File: config.mk
export PLATFORM = sky130hd
export DESIGN_NAME = instruction_fetch
export DESIGN_NICKNAME = d
export VERILOG_FILES = /design/src/rtl/instruction_fetch_pkg.sv /design/src/rtl/instruction_fetch_queue.sv /design/src/rtl/instruction_fetch.sv
export SDC_FILE = /design/constraint.sdc
export NUM_CORES = 1
export LEC_CHECK = 0
export BUFFER_PORTS_ARGS = -buffer_cell sky130_fd_sc_hd__buf_2
export CORE_UTILIZATION = 45
export CTS_BUF_LIST = sky130_fd_sc_hd__clkbuf_8
export DETAILED_ROUTE_END_ITERATION = 10
export PLACE_DENSITY = 0.68
export SYNTH_ARGS = -nofsm -noshare
export SYNTH_HDL_FRONTEND = slang
export SYNTH_SLANG_ARGS = --single-unit
File: constraint.sdc
create_clock -name clk -period 9.3 [get_ports clk]
set_clock_uncertainty 0.1 [all_clocks]
set_input_delay 0.93 -clock clk [delete_from_list [all_inputs] [get_ports clk]]
set_output_delay 0.93 -clock clk [all_outputs]
set_load 0.05 [all_outputs]
File: src/rtl/instruction_fetch_pkg.sv
// Shared widths, fetch FSM encodings and queue entry layout for the fetch unit.
package instruction_fetch_pkg;
  localparam int INSTRUCTION_WIDTH = 32;
  localparam int DATA_WIDTH        = 32;
  localparam int FETCH_STATE_WIDTH = 2;

  typedef enum logic [FETCH_STATE_WIDTH-1:0] {
    FETCH   = 2'd0,
    WAIT    = 2'd1,
    DISCARD = 2'd2
  } fetch_state_e;

  typedef struct packed {
    logic [DATA_WIDTH-1:0]        pc;
    logic [INSTRUCTION_WIDTH-1:0] inst;
  } fetch_entry_t;

  function automatic logic [DATA_WIDTH-1:0] word_align(input logic [DATA_WIDTH-1:0] addr);
    return {addr[DATA_WIDTH-1:2], 2'b00};
  endfunction
endpackage

File: src/rtl/instruction_fetch_queue.sv
// In-order {pc, instruction} FIFO; head is read straight from storage, flush beats push.
module instruction_queue
  import instruction_fetch_pkg::*;
#(
  parameter int DEPTH = 2,
  localparam int AW = $clog2(DEPTH),
  localparam int CW = AW + 1
) (
  input  logic                         clk,
  input  logic                         reset,
  input  logic                         push,
  input  logic                         pop,
  input  logic                         flush,
  input  logic [DATA_WIDTH-1:0]        push_pc,
  input  logic [INSTRUCTION_WIDTH-1:0] push_inst,
  output logic [CW-1:0]                count,
  output logic [DATA_WIDTH-1:0]        head_pc,
  output logic [INSTRUCTION_WIDTH-1:0] head_inst
);
  fetch_entry_t  mem [DEPTH];
  logic [AW-1:0] rd_ptr, wr_ptr;

  // Storage is cleared on reset so the head reads zero before the first push.
  always_ff @(posedge clk or posedge reset) begin
    if (reset) begin
      rd_ptr <= '0;
      wr_ptr <= '0;
      count  <= '0;
      for (int i = 0; i < DEPTH; i++) mem[i] <= '0;
    end else if (flush) begin
      rd_ptr <= '0;
      wr_ptr <= '0;
      count  <= '0;
    end else begin
      if (push) begin
        mem[wr_ptr] <= '{pc: push_pc, inst: push_inst};
        wr_ptr      <= wr_ptr + 1'b1;
      end
      if (pop) rd_ptr <= rd_ptr + 1'b1;
      count <= count + CW'(push) - CW'(pop);
    end
  end

  assign head_pc   = mem[rd_ptr].pc;
  assign head_inst = mem[rd_ptr].inst;
endmodule

File: src/rtl/instruction_fetch.sv
// Single-outstanding instruction fetcher with prefetch queue and redirect/flush handling.
module instruction_fetch
  import instruction_fetch_pkg::*;
#(
  parameter int                    DEPTH    = 2,
  parameter logic [DATA_WIDTH-1:0] RESET_PC = 32'h0
) (
  input  logic                         clk,
  input  logic                         reset,
  output logic                         memReq,
  output logic [DATA_WIDTH-1:0]        memAddr,
  input  logic                         memGnt,
  input  logic                         memRespValid,
  input  logic [INSTRUCTION_WIDTH-1:0] memData,
  output logic                         instValid,
  input  logic                         instReady,
  output logic [INSTRUCTION_WIDTH-1:0] instructionOut,
  output logic [DATA_WIDTH-1:0]        pcOut,
  input  logic                         redirect,
  input  logic [DATA_WIDTH-1:0]        redirectTarget,
  output logic                         fetchError
);
  localparam int CW = $clog2(DEPTH) + 1;

  fetch_state_e  state;
  logic [CW-1:0] count, count_next;
  logic          grant, push, pop, space, to_fetch;

  assign grant      = memReq && memGnt;
  assign push       = (state == WAIT) && memRespValid && !redirect;
  assign pop        = instValid && instReady;
  assign count_next = redirect ? '0 : count + CW'(push) - CW'(pop);
  // Only consulted when entering/staying in FETCH, where nothing is outstanding.
  assign space      = count_next < CW'(DEPTH);
  assign instValid  = (count != '0);
  // On redirect: resume fetching only if no response is still owed to us.
  assign to_fetch   = (state == FETCH) ? !grant : memRespValid;

  instruction_queue #(.DEPTH(DEPTH)) u_queue (
    .clk      (clk),
    .reset    (reset),
    .push     (push),
    .pop      (pop),
    .flush    (redirect),
    .push_pc  (memAddr - DATA_WIDTH'(4)),
    .push_inst(memData),
    .count    (count),
    .head_pc  (pcOut),
    .head_inst(instructionOut)
  );

  // memAddr is the fetch PC; it advances on grant so WAIT pushes memAddr-4.
  always_ff @(posedge clk or posedge reset) begin
    if (reset) begin
      state      <= FETCH;
      memReq     <= 1'b0;
      memAddr    <= RESET_PC;
      fetchError <= 1'b0;
    end else begin
      fetchError <= redirect && (redirectTarget[1:0] != 2'b00);
      memReq     <= 1'b0;
      if (redirect) begin
        memAddr <= word_align(redirectTarget);
        if (to_fetch) begin
          state  <= FETCH;
          memReq <= space;
        end else begin
          state <= DISCARD;
        end
      end else begin
        case (state)
          FETCH: begin
            if (grant) begin
              state   <= WAIT;
              memAddr <= memAddr + DATA_WIDTH'(4);
            end else begin
              memReq <= space;
            end
          end
          WAIT, DISCARD: begin
            if (memRespValid) begin
              state  <= FETCH;
              memReq <= space;
            end
          end
          default: state <= FETCH;
        endcase
      end
    end
  end
endmodule

==> impl_metrics.py <==
metrics = {
    "critical_path": {
        "path_class": "reg -> out",
        "reg2reg_slack_ns": 6.79,
        "r2r.worst_path.cells": 7,
        "crit_start": "u_queue.rd_ptr",
        "cp_max_fo": 46,
        "arrival_ns": 2.38,
        "r2r-start": "memAddr[2]",
        "cp-end-kind": "output port",
        "rr_endpoint": "u_queue.mem[116]",
        "worst-endpoint-required_ns": 8.27,
        "worstSetupEndpoint": "pcOut[13]",
        "start_kind": "flip-flop",
    },
    "routing": {
        "drtIter0Drc": 197,
        "dr.pass1.iters": 4,
        "vias": 5642,
        "ant_nets": 0,
        "wire_per_inst_um": 15.60,
        "via_per_inst": 5.134,
        "totalWireLength_um": 17150,
        "drcViolationCount": 0,
    },
    "clock_tree": {
        "cts_buffer_depth": 2,
        "clk_pin_slew_ns": 0.09,
        "numCtsBuffers": 17,
        "cts-root-buf": "clkbuf_8",
        "cts_setup_buffers": 0,
        "cts_sinks": 162,
        "clock_latency_ns": 0.46,
        "cts_resized": 0,
        "cts_tree": "built",
        "cts_hold_buffers": 0,
        "htreeDepth": 4,
    },
    "timing": {
        "setup_violations": 0,
        "tns_ns": 0,
        "fmax_mhz": 293.0,
        "finalWorstSetupSlack_ns": 5.887,
        "period_needed_ns": 3.413,
        "rsz0062_at_grt": "false",
        "hold_viol_final": 0,
        "slew_viol_final": 0,
        "slew_headroom_pct": 40.72,
        "worst_pin_slew_ns": 0.8892,
        "fin_crit_sh_pct": 36.70,
    },
    "global_route": {
        "grt.total_usage_pct": 19.91,
        "grt_overflow": 0,
        "grt_pass1_vias": 5455,
        "grt_pass1_wl_um": 28130,
        "grt_max_degree": 100,
        "antenna_found_initial": 0,
    },
    "cells_and_area": {
        "nets": 938,
        "synthToLayoutAreaGrowth_pct": 16.40,
        "drive_gt1_share_pct": 37.76,
        "diodes": 0,
        "fill_cells": 1538,
    },
    "synth": {
        "yosys-top-cells-area": "dfrtp_1 51%, mux2_2 16%, xnor2_1 3.5%, nand2_1 3.5%, xor2_1 3.1%",
        "netlist_instances": 725,
        "synth_top_area_cell": "dfrtp_1",
        "ys_types": 49,
        "avgSynthCellArea_um2": 11.02,
        "async_flop_share_pct": 100.0,
        "ys_top_cells_by_count": "162 x dfrtp_1, 110 x mux2_2, 74 x nand2_1, 46 x nor2_1",
        "synth_edf_count": 0,
        "yosysTopAreaCellShare_pct": 50.74,
        "ys_seq_area_share_pct": 50.74,
        "synth_flop_cell": "dfrtp_1",
        "ys_seq_elements": 162,
        "ys_warn_count": 0,
        "synth.most_common_cell": "dfrtp_1",
        "synth_area_um2": 7989,
    },
    "floorplanning": {
        "core_area_um2": 17300,
        "die_area_um2": 18290,
        "die_h_um": 135.2,
        "start_util_pct": 46.19,
        "io_pins": 169,
        "rows": 48,
        "die_w_um": 135.2,
    },
    "power_and_ir_drop": {
        "p_per_area_nw_per_um2": 308.8,
        "finalPower_mw": 2.872,
        "power.leakage_nw": 4.361,
        "peakVddDrop_mv": 0.1781,
    },
    "min_path": {
        "hold_path_class": "reg -> reg",
    },
    "place": {
        "port_buffers": 164,
        "routabilityCongestion": 0.7920,
        "preCtsSetupSlack_ns": 5.983,
        "hpwl_um": 11780,
    },
    "flow_run": {
        "maxCapViolations": 0,
    },
    "run_status": {
        "status": "finished, final reports clean",
    },
}
## layer usage
layer / part of all wire (%) / track usage, %
met2: 45 / 29.66
met1: 49 / 28.76
met4: 1.3 / 5.743
met5: 0 / 0
met3: 5.2 / 4.714
## report_power, final
group / switching, mW / total [mW] / internal [mW] / leakage, nW
logic: 0.952 / 1.37 / 0.417 / 2.07
registers: 0.126 / 1.01 / 0.882 / 2.10
clock network: 0.273 / 0.495 / 0.222 / 0.185
total: 1.35 / 2.87 / 1.52 / 4.36
## through the flow
step	util, %	cell area (µm²)	cells	hold slack, ns
after floorplan	-	8000	728	0.3444
after global placement	51.56	8919	1067	0.3561
after detailed placement	51.56	8919	1067	0.3674
after CTS	53.76	9299	1099	0.3877
after global routing	53.76	9299	1099	0.4124
final	53.76	9299	1099	0.3826
## cells by family after synthesis
group,Yosys count,share of synthesized area [%]
AND/OR/NAND/NOR,201,13.31
flip-flops,162,50.74
multiplexers,130,18.32
AO/OA/AOI/OAI,97,6.280
buffers and inverters,67,3.618
XOR/XNOR,60,6.578
adder cells (fa/ha/maj),7,1.096
other,1,0.04694
## state kept, by name, indices dropped and copies added (netlist names)
signal / flops
memReq: 1
u_queue.count: 2
state: 2
memAddr: 30
u_queue.mem: 124
u_queue.wr_ptr: 1
u_queue.rd_ptr: 1
fetchError: 1
## placed cells by master (no fill, tap or decap), types with 2 or more instances in the layout
cell type / count
a21oi_1: 33
and2_1: 2
and3_1: 7
and4_1: 3
buf_2: 164
buf_4: 6
clkbuf_8: 18
clkinv_4: 3
clkinvlp_4: 4
conb_1: 4
dfrtp_1: 161
ha_1: 7
inv_1: 11
inv_6: 4
mux2_1: 20
mux2_2: 110
nand2_1: 73
nand3_1: 15
nand3b_1: 2
nand4_1: 12
nand4b_1: 3
nor2_1: 46
nor2b_1: 2
nor3_1: 8
nor3_2: 2
nor4_1: 3
nor4_2: 7
nor4b_2: 2
o21ai_0: 28
o21ai_1: 30
or4b_1: 2
xnor2_1: 32
xor2_1: 28
## layout make-up
class                           instances  area, µm²  area share, %
Clock inverter                         14      132.6          1.426
Clock buffer                           18      247.7          2.664
Inverter                               11      46.29         0.4978
Timing Repair Buffer                  170      865.8          9.311
Multi-Input combinational cell        499       3670          39.46
Sequential cell                       162       4055          43.61
Tap cell                              225      281.5          3.027
## worst min-delay path by stage
| stage | startpoint | end | slack, ns | depth (start not counted) |
|---|---|---|---|---|
| after floorplan | u_queue.mem[34] | u_queue.mem[34] | 0.34 | 2 |
| after global placement | u_queue.mem[43] | u_queue.mem[43] | 0.36 | 2 |
| after detailed placement | u_queue.mem[40] | u_queue.mem[40] | 0.37 | 2 |
| after CTS | u_queue.mem[40] | u_queue.mem[40] | 0.39 | 2 |
| after global routing | u_queue.mem[60] | u_queue.mem[60] | 0.41 | 2 |
| final | u_queue.mem[50] | u_queue.mem[50] | 0.38 | 2 |
## worst max-delay path, stage by stage, from the launching register on
cell and delay (ns):
dfrtp_2 0.66, buf_4 0.62, mux2_2 0.42, buf_2 0.21
No activity file was read; power rests on OpenSTA's default activity.
